File: config.mk
export PLATFORM = sky130hd
export DESIGN_NAME = id_ex_stage_flat
export DESIGN_NICKNAME = d
export VERILOG_FILES = /design/src/rtl/id_ex_if.sv /design/src/rtl/id_ex_stage.sv /design/src/flat_wrapper.sv
export SDC_FILE = /design/constraint.sdc
export NUM_CORES = 1
export LEC_CHECK = 0
export ABC_AREA = 1
export CAP_MARGIN = 10
export CELL_PAD_IN_SITES_DETAIL_PLACEMENT = 1
export CELL_PAD_IN_SITES_GLOBAL_PLACEMENT = 1
export CORE_MARGIN = 3
export CORE_UTILIZATION = 32
export DETAILED_ROUTE_END_ITERATION = 12
export PLACE_DENSITY_LB_ADDON = 0.08
export SLEW_MARGIN = 10
export SYNTH_ARGS = -nofsm -noshare
export SYNTH_HDL_FRONTEND = slang
export SYNTH_SLANG_ARGS = --single-unit
File: constraint.sdc
create_clock -name clk -period 4.14 [get_ports clk]
set_input_delay 0.621 -clock clk [delete_from_list [all_inputs] [get_ports clk]]
set_output_delay 0.621 -clock clk [all_outputs]
set_load 0.02 [all_outputs]
File: src/rtl/id_ex_if.sv
// ID/EX stage bundle: decoded ID fields going in, registered EX fields and
// the stall request coming out. The master side is the decode/control logic
// feeding the stage, and the slave side is the pipeline register itself.
interface id_ex_if #(
    parameter int DATA_W  = 16,
    parameter int REG_AW  = 4,
    parameter int ALUOP_W = 4
);
    // ID side
    logic               id_valid;
    logic [REG_AW-1:0]  id_rs1;
    logic [REG_AW-1:0]  id_rs2;
    logic               id_uses_rs2;
    logic [REG_AW-1:0]  id_rd;
    logic [DATA_W-1:0]  id_rs1_data;
    logic [DATA_W-1:0]  id_rs2_data;
    logic [DATA_W-1:0]  id_imm;
    logic [ALUOP_W-1:0] id_alu_op;
    logic               id_alu_src;
    logic               id_reg_write;
    logic               id_mem_read;
    logic               id_mem_write;
    // pipeline control
    logic               ex_hold;
    logic               flush;
    logic               stall;
    // EX side
    logic               ex_valid;
    logic [REG_AW-1:0]  ex_rs1;
    logic [REG_AW-1:0]  ex_rs2;
    logic [REG_AW-1:0]  ex_rd;
    logic [DATA_W-1:0]  ex_rs1_data;
    logic [DATA_W-1:0]  ex_rs2_data;
    logic [DATA_W-1:0]  ex_imm;
    logic [ALUOP_W-1:0] ex_alu_op;
    logic               ex_alu_src;
    logic               ex_reg_write;
    logic               ex_mem_read;
    logic               ex_mem_write;

    modport master (
        output id_valid, id_rs1, id_rs2, id_uses_rs2, id_rd, id_rs1_data,
               id_rs2_data, id_imm, id_alu_op, id_alu_src, id_reg_write,
               id_mem_read, id_mem_write, ex_hold, flush,
        input  stall, ex_valid, ex_rs1, ex_rs2, ex_rd, ex_rs1_data,
               ex_rs2_data, ex_imm, ex_alu_op, ex_alu_src, ex_reg_write,
               ex_mem_read, ex_mem_write
    );

    modport slave (
        input  id_valid, id_rs1, id_rs2, id_uses_rs2, id_rd, id_rs1_data,
               id_rs2_data, id_imm, id_alu_op, id_alu_src, id_reg_write,
               id_mem_read, id_mem_write, ex_hold, flush,
        output stall, ex_valid, ex_rs1, ex_rs2, ex_rd, ex_rs1_data,
               ex_rs2_data, ex_imm, ex_alu_op, ex_alu_src, ex_reg_write,
               ex_mem_read, ex_mem_write
    );
endinterface

File: src/rtl/id_ex_stage.sv
// ID/EX pipeline register with load-use hazard detection, bubble insertion
// and flush. Register update priority: flush > ex_hold > load-use > capture.
// Optional feature macro: ID_EX_PERF_CNT_EN adds saturating stall_cnt and
// flush_cnt performance counters.
module id_ex_stage #(
    parameter int DATA_W  = 16,
    parameter int REG_AW  = 4,
    parameter int ALUOP_W = 4
) (
    input  logic        clk,
    input  logic        rst,
    id_ex_if.slave      bus
`ifdef ID_EX_PERF_CNT_EN
    ,
    output logic [15:0] stall_cnt,
    output logic [15:0] flush_cnt
`endif
);

    typedef struct packed {
        logic               valid;
        logic [REG_AW-1:0]  rs1;
        logic [REG_AW-1:0]  rs2;
        logic [REG_AW-1:0]  rd;
        logic [DATA_W-1:0]  rs1_data;
        logic [DATA_W-1:0]  rs2_data;
        logic [DATA_W-1:0]  imm;
        logic [ALUOP_W-1:0] alu_op;
        logic               alu_src;
        logic               reg_write;
        logic               mem_read;
        logic               mem_write;
    } ex_slot_t;

    ex_slot_t ex_r;
    ex_slot_t capture_s;
    logic     load_use_s;

    // Load-use hazard: a valid load in EX targets a register ID is about to read.
    always_comb begin
        load_use_s = ex_r.valid & ex_r.mem_read & (ex_r.rd != {REG_AW{1'b0}}) &
                     bus.id_valid &
                     ((ex_r.rd == bus.id_rs1) |
                      (bus.id_uses_rs2 & (ex_r.rd == bus.id_rs2)));
    end

    // A flush kills the ID slot, so there is nothing left to hold back.
    assign bus.stall = (load_use_s | bus.ex_hold) & ~bus.flush;

    // Capture image of the ID slot; write enables are qualified by id_valid.
    always_comb begin
        capture_s           = '0;
        capture_s.valid     = bus.id_valid;
        capture_s.rs1       = bus.id_rs1;
        capture_s.rs2       = bus.id_rs2;
        capture_s.rd        = bus.id_rd;
        capture_s.rs1_data  = bus.id_rs1_data;
        capture_s.rs2_data  = bus.id_rs2_data;
        capture_s.imm       = bus.id_imm;
        capture_s.alu_op    = bus.id_alu_op;
        capture_s.alu_src   = bus.id_alu_src;
        capture_s.reg_write = bus.id_reg_write & bus.id_valid;
        capture_s.mem_read  = bus.id_mem_read & bus.id_valid;
        capture_s.mem_write = bus.id_mem_write & bus.id_valid;
    end

    // Pipeline register: flush bubble, hold, load-use bubble, or capture.
    always_ff @(posedge clk or posedge rst) begin
        if (rst) begin
            ex_r <= '0;
        end else if (bus.flush) begin
            ex_r <= '0;
        end else if (bus.ex_hold) begin
            ex_r <= ex_r;
        end else if (load_use_s) begin
            ex_r <= '0;
        end else begin
            ex_r <= capture_s;
        end
    end

    assign bus.ex_valid     = ex_r.valid;
    assign bus.ex_rs1       = ex_r.rs1;
    assign bus.ex_rs2       = ex_r.rs2;
    assign bus.ex_rd        = ex_r.rd;
    assign bus.ex_rs1_data  = ex_r.rs1_data;
    assign bus.ex_rs2_data  = ex_r.rs2_data;
    assign bus.ex_imm       = ex_r.imm;
    assign bus.ex_alu_op    = ex_r.alu_op;
    assign bus.ex_alu_src   = ex_r.alu_src;
    assign bus.ex_reg_write = ex_r.reg_write;
    assign bus.ex_mem_read  = ex_r.mem_read;
    assign bus.ex_mem_write = ex_r.mem_write;

`ifdef ID_EX_PERF_CNT_EN
    logic [15:0] stall_cnt_r;
    logic [15:0] flush_cnt_r;

    // Saturating event counters: real load-use bubbles and flushes.
    always_ff @(posedge clk or posedge rst) begin
        if (rst) begin
            stall_cnt_r <= 16'h0000;
            flush_cnt_r <= 16'h0000;
        end else begin
            if (load_use_s & ~bus.flush & ~bus.ex_hold & (stall_cnt_r != 16'hFFFF)) begin
                stall_cnt_r <= stall_cnt_r + 16'h0001;
            end
            if (bus.flush & (flush_cnt_r != 16'hFFFF)) begin
                flush_cnt_r <= flush_cnt_r + 16'h0001;
            end
        end
    end

    assign stall_cnt = stall_cnt_r;
    assign flush_cnt = flush_cnt_r;
`endif

endmodule

File: src/flat_wrapper.sv
// flat-port wrapper written by rule: the top's interface ports become plain ports
module id_ex_stage_flat 
#(
    parameter int DATA_W  = 16,
    parameter int REG_AW  = 4,
    parameter int ALUOP_W = 4
)
  (clk, rst, bus_id_valid, bus_id_rs1, bus_id_rs2, bus_id_uses_rs2, bus_id_rd, bus_id_rs1_data, bus_id_rs2_data, bus_id_imm, bus_id_alu_op, bus_id_alu_src, bus_id_reg_write, bus_id_mem_read, bus_id_mem_write, bus_ex_hold, bus_flush, bus_stall, bus_ex_valid, bus_ex_rs1, bus_ex_rs2, bus_ex_rd, bus_ex_rs1_data, bus_ex_rs2_data, bus_ex_imm, bus_ex_alu_op, bus_ex_alu_src, bus_ex_reg_write, bus_ex_mem_read, bus_ex_mem_write);
  id_ex_if #(.DATA_W(DATA_W), .REG_AW(REG_AW), .ALUOP_W(ALUOP_W)) bus_i ();
  input  logic clk;
  input  logic rst;
  input wire logic [$bits(bus_i.id_valid)-1:0] bus_id_valid;
  input wire logic [$bits(bus_i.id_rs1)-1:0] bus_id_rs1;
  input wire logic [$bits(bus_i.id_rs2)-1:0] bus_id_rs2;
  input wire logic [$bits(bus_i.id_uses_rs2)-1:0] bus_id_uses_rs2;
  input wire logic [$bits(bus_i.id_rd)-1:0] bus_id_rd;
  input wire logic [$bits(bus_i.id_rs1_data)-1:0] bus_id_rs1_data;
  input wire logic [$bits(bus_i.id_rs2_data)-1:0] bus_id_rs2_data;
  input wire logic [$bits(bus_i.id_imm)-1:0] bus_id_imm;
  input wire logic [$bits(bus_i.id_alu_op)-1:0] bus_id_alu_op;
  input wire logic [$bits(bus_i.id_alu_src)-1:0] bus_id_alu_src;
  input wire logic [$bits(bus_i.id_reg_write)-1:0] bus_id_reg_write;
  input wire logic [$bits(bus_i.id_mem_read)-1:0] bus_id_mem_read;
  input wire logic [$bits(bus_i.id_mem_write)-1:0] bus_id_mem_write;
  input wire logic [$bits(bus_i.ex_hold)-1:0] bus_ex_hold;
  input wire logic [$bits(bus_i.flush)-1:0] bus_flush;
  output wire logic [$bits(bus_i.stall)-1:0] bus_stall;
  output wire logic [$bits(bus_i.ex_valid)-1:0] bus_ex_valid;
  output wire logic [$bits(bus_i.ex_rs1)-1:0] bus_ex_rs1;
  output wire logic [$bits(bus_i.ex_rs2)-1:0] bus_ex_rs2;
  output wire logic [$bits(bus_i.ex_rd)-1:0] bus_ex_rd;
  output wire logic [$bits(bus_i.ex_rs1_data)-1:0] bus_ex_rs1_data;
  output wire logic [$bits(bus_i.ex_rs2_data)-1:0] bus_ex_rs2_data;
  output wire logic [$bits(bus_i.ex_imm)-1:0] bus_ex_imm;
  output wire logic [$bits(bus_i.ex_alu_op)-1:0] bus_ex_alu_op;
  output wire logic [$bits(bus_i.ex_alu_src)-1:0] bus_ex_alu_src;
  output wire logic [$bits(bus_i.ex_reg_write)-1:0] bus_ex_reg_write;
  output wire logic [$bits(bus_i.ex_mem_read)-1:0] bus_ex_mem_read;
  output wire logic [$bits(bus_i.ex_mem_write)-1:0] bus_ex_mem_write;
  assign bus_i.id_valid = bus_id_valid;
  assign bus_i.id_rs1 = bus_id_rs1;
  assign bus_i.id_rs2 = bus_id_rs2;
  assign bus_i.id_uses_rs2 = bus_id_uses_rs2;
  assign bus_i.id_rd = bus_id_rd;
  assign bus_i.id_rs1_data = bus_id_rs1_data;
  assign bus_i.id_rs2_data = bus_id_rs2_data;
  assign bus_i.id_imm = bus_id_imm;
  assign bus_i.id_alu_op = bus_id_alu_op;
  assign bus_i.id_alu_src = bus_id_alu_src;
  assign bus_i.id_reg_write = bus_id_reg_write;
  assign bus_i.id_mem_read = bus_id_mem_read;
  assign bus_i.id_mem_write = bus_id_mem_write;
  assign bus_i.ex_hold = bus_ex_hold;
  assign bus_i.flush = bus_flush;
  assign bus_stall = bus_i.stall;
  assign bus_ex_valid = bus_i.ex_valid;
  assign bus_ex_rs1 = bus_i.ex_rs1;
  assign bus_ex_rs2 = bus_i.ex_rs2;
  assign bus_ex_rd = bus_i.ex_rd;
  assign bus_ex_rs1_data = bus_i.ex_rs1_data;
  assign bus_ex_rs2_data = bus_i.ex_rs2_data;
  assign bus_ex_imm = bus_i.ex_imm;
  assign bus_ex_alu_op = bus_i.ex_alu_op;
  assign bus_ex_alu_src = bus_i.ex_alu_src;
  assign bus_ex_reg_write = bus_i.ex_reg_write;
  assign bus_ex_mem_read = bus_i.ex_mem_read;
  assign bus_ex_mem_write = bus_i.ex_mem_write;
  id_ex_stage #(.DATA_W(DATA_W), .REG_AW(REG_AW), .ALUOP_W(ALUOP_W)) u_core (.clk(clk), .rst(rst), .bus(bus_i));
endmodule
# Word-level counts from Yosys, hierarchy flattened
# Index checks and enable logic that the tools add are counted.
# classes
n_reduce_logical	1
n_bitwise	12
eq_ne	3
muxes	3
# ops
op	count
69-bit 2-to-1 mux	3
1-bit bitwise AND	9
4-bit equality test	2
4-bit nonzero test	1
2-bit by 1-bit != test with 1-bit output, second input constant	1
1-bit bitwise OR	2
1-bit inverter	1
# word_totals
word_cells	31
output_inout_bits	70
regBits	69
input_bits	74

# Depth between registers and ports, before layout
# logic_depth
depth_word	7
mapped_depth	10
mapped_depth_nobuf	9

# Least setup slack after synthesis
# OpenSTA, ideal clock, no wires.
# synth_path
path_kind	input to output
start	input bus_id_rs2[0]
end	output bus_stall
t_required_ps	3519
arrival_ps	1470
setup_slack_ps	2049
cell_stages	9
path_cell_list	inv_1 nand2_1 nand2_1 nor2_1 nand3_1 nand2_2 nand2_4 buf_6 a21oi_2
# synth_via
elab_chain_len	6
# synth_rtl
element	line_no	text
from (decl)	flat_wrapper.sv:14	input wire logic [$bits(bus_i.id_rs2)-1:0] bus_id_rs2;
4-bit equality test	id_ex_stage.sv:44	(bus.id_uses_rs2 & (ex_r.rd == bus.id_rs2)));
1-bit bitwise AND	id_ex_stage.sv:44	
1-bit bitwise OR	id_ex_stage.sv:43	((ex_r.rd == bus.id_rs1) |
1-bit bitwise AND	id_ex_stage.sv:42	bus.id_valid &
1-bit bitwise OR	id_ex_stage.sv:48	assign bus.stall = (load_use_s | bus.ex_hold) & ~bus.flush;
1-bit bitwise AND	id_ex_stage.sv:48	
to (decl)	flat_wrapper.sv:27	output wire logic [$bits(bus_i.stall)-1:0] bus_stall;
# No other way between the ends.

# Final worst setup path
# layout_path
start	input bus_id_rs2[1]
end	output bus_stall
# The elaborated chain is that of the path after synthesis.

==> key figures <==
Detailed routing
  • Post-DRT Antenna Nets: 0
  • First DRT Iteration DRCs: 119
  • Final wirelength: 11,160 µm
  • Post-route DRC: 0
  • Routed len/inst: ~15 µm
  • Via/cell ratio: 4.524
  • Detailed-route via count: approximately 3,400
  • Pre-Repair DR Iteration Count: 4

Timing
  • Slew @ Worst Pin: ~0.8 ns
  • Tcrit/Tclk final: 73.07%
  • Unrepaired setup endpoints after global routing: no
  • Slew HR: 47.74%
  • Final Hold Fails: 0
  • Setup TNS: 0 ns
  • Fin crit period: 3.025 ns
  • Final setup vio count: 0
  • Slew Limit Fails: 0
  • Hold_ws: 0.4811 ns
  • Skew final: ~0.0057 ns
  • Final worst slack: approximately 1.1 ns
  • Maximum operating frequency: ~0.33 GHz

Die
  • Die width: ~110 µm
  • Initial Util: approximately a third
  • Row count: 37
  • Die H: approximately 110 µm
  • Die Footprint: 0.01211 mm²
  • Core area: between 0.01 and 0.015 mm²
  • I/O pin cnt: ~140

Final layout
  • Nets@finish: 686
  • Ant. Diodes: 0
  • Fraction of final layout cells sized beyond drive strength 1: under 10%
  • Most frequent cells in the layout: 154 x nand2_1, 142 x clkdlybuf4s50_1, 75 x nor2_1
  • Filler cells: roughly 1,300
  • Area growth, synth to finish: 47.45%
  • Most common cell after layout, fill and taps aside: nand2_1

Clocking
  • Worst-skew pair later-pin latency: roughly 0.34 ns
  • Post-CTS Resized: 0
  • Clock Sinks: between 60 and 70
  • Reg clk slew, reported paths: roughly 0.070 ns
  • Root Driver: clkbuf_8
  • CTS Buf Count: 9
  • Max Buffers Root-to-Sink: 2
  • Number of H-tree levels: 3
  • Post-CTS setup buffers: 0
  • CTS Hold Bufs: 0
  • CTS tree: done

Global route
  • First-pass GRT wire length: approximately 18,000 µm
  • Vias in the first global route: between 3,000 and 4,000
  • Gr usage total: roughly a fifth
  • Largest net degree at the start of global routing: 70
  • Antenna violations before repair: 0
  • Grt total ovfl: 0

Critical path
  • CP max stage cell: clkdlybuf4s50_1
  • Nature of the critical path startpoint: primary input
  • Worst path arrival time: between 2 and 2.5 ns
  • Crit Path Category: in2out
  • Critical path fanouts, max: 2
  • CP peak stage delay: about 0.63 ns
  • CP startpoint: bus_id_rs2[1]
  • CP required: 3.52 ns
  • Critical Path End Type: primary output
  • Worst-path cell chain: clkdlybuf4s50_1 -> inv_1 -> nand2_1 -> nand2_1 -> nor2_1 -> nand3_1 -> nand2_2 -> nand2_4 -> a21oi_2 -> clkdlybuf4s50_1
  • Worst reg2reg path startpoint: u_core.bus.ex_rd[1]

Placement
  • Routability cong.: about 0.73
  • DP HPWL: about 7600 µm
  • PortBufs: approximately 140
  • Pre-CTS setup slack: approximately 1.1 ns

Hold path
  • Hold crit path type: reg2reg
  • Worst Hold Launch: u_core.bus.ex_rs2_data[10]

Logic synthesis
  • Synthesized Nets: roughly 560
  • Yosys warnings: 0
  • Post-Syn Area per Cell: roughly 7.2 µm²
  • Synth cell types: 18
  • FF+latch count, synth: 69
  • Cell count after synthesis: a little under 500
  • Post-Syn Area: roughly 0.0035 mm²
  • Register area share after synthesis: 49.84%

Status
  • Status: finished clean

Pwr
  • Leakage power: about 0.0028 µW
  • Pwr/cell area: approximately 310 mW/mm²
  • Peak supply drop: 164.8 µV

Flow run
  • Max-cap violations: 0
==> Yosys cell counts, drive strengths merged <==
cell type / number / area (µm²)
a21oi: 1 / 8.760
a31oi: 1 / 6.260
buf: 16 / 126.4
clkbuf: 13 / 48.80
clkinv: 1 / 3.750
dfrtp: 69 / 1727
inv: 74 / 277.8
nand2: 156 / 595.6
nand3: 71 / 355.3
nor2: 76 / 292.8
o21ai: 1 / 5.000
xor2: 2 / 17.52
==> worst paths after layout <==
check	end	slack, ns	depth (start not counted)
setup / recovery	bus_stall	1.11	10
hold / removal	u_core.bus.ex_rs2_data[10]	0.48	2
setup reg to reg	u_core.bus.ex_imm[2]	2.17	10
hold reg to reg	u_core.bus.ex_rs2_data[10]	0.48	2
max in group asynchronous	u_core.bus.ex_rs1[1]	2.50	3
min in group asynchronous	u_core.bus.ex_imm[6]	0.63	2
==> state kept, by name, summed over array words and instances (netlist names), 4 cells and up <==
signal,flops
u_core.bus.ex_rs2_data,16
u_core.bus.ex_alu_op,4
u_core.bus.ex_rs2,4
u_core.bus.ex_imm,16
u_core.bus.ex_rs1_data,16
u_core.bus.ex_rd,4
u_core.bus.ex_rs1,4
==> cells by family (layout without fill, tap and decap cells) <==
| family | count (synthesis) | in the layout | share of synthesized area (%) |
|---|---|---|---|
| XOR/XNOR | 2 | 2 | 0.5057 |
| AO/OA/AOI/OAI | 3 | 3 | 0.5778 |
| buffers and inverters | 104 | 239 | 13.18 |
| AND/OR/NAND/NOR | 303 | 303 | 35.90 |
| flip-flops | 69 | 69 | 49.84 |
==> through the flow <==
stage          cell area, µm²  util [%]  std cells  power [µW]
2_1_floorplan            3465         -        481       901.7
3_3_place_gp             4931     47.34        737        1081
3_5_place_dp             4931     47.34        737        1089
4_1_cts                  5109     49.05        752        1608
5_1_grt                  5109     49.05        752        1668
6_report                 5109     49.05        752        1581
==> power by group <==
| group | internal (µW) | total (µW) | switching, µW |
|---|---|---|---|
| sequential | 711 | 736 | 25.0 |
| combinational | 162 | 334 | 172 |
| clock | 264 | 511 | 248 |
==> area by class of cell <==
| class | instances | area (µm²) | area share (%) |
|---|---|---|---|
| tap | 136 | 170.2 | 3.331 |
| timing repair buffer | 149 | 1471 | 28.80 |
| inverter | 75 | 281.5 | 5.511 |
| clock buffer | 14 | 172.7 | 3.380 |
| multi-input combinational | 308 | 1281 | 25.08 |
| sequential | 69 | 1727 | 33.80 |
| clock inverter | 1 | 5.005 | 0.09797 |
==> critical path, delay by kind of cell <==
family / cells / cell delay [ns]
AOI/OAI and AO/OA: 1 / 0.13
and+or+nand+nor: 6 / 0.47
buffers and inverters: 3 / 1.19
==> per-layer routing <==
metal | vias up | wire length [µm] | GRT usage (%)
met5 | - | 0 | 0
met3 | 15 | 696 | 5.009
li1 | 1682 | - | -
met4 | 0 | 149 | 5.254
met2 | 88 | 5512 | 32.41
met1 | 1617 | 4800 | 23.76
Power figures use the tool's default switching activity.
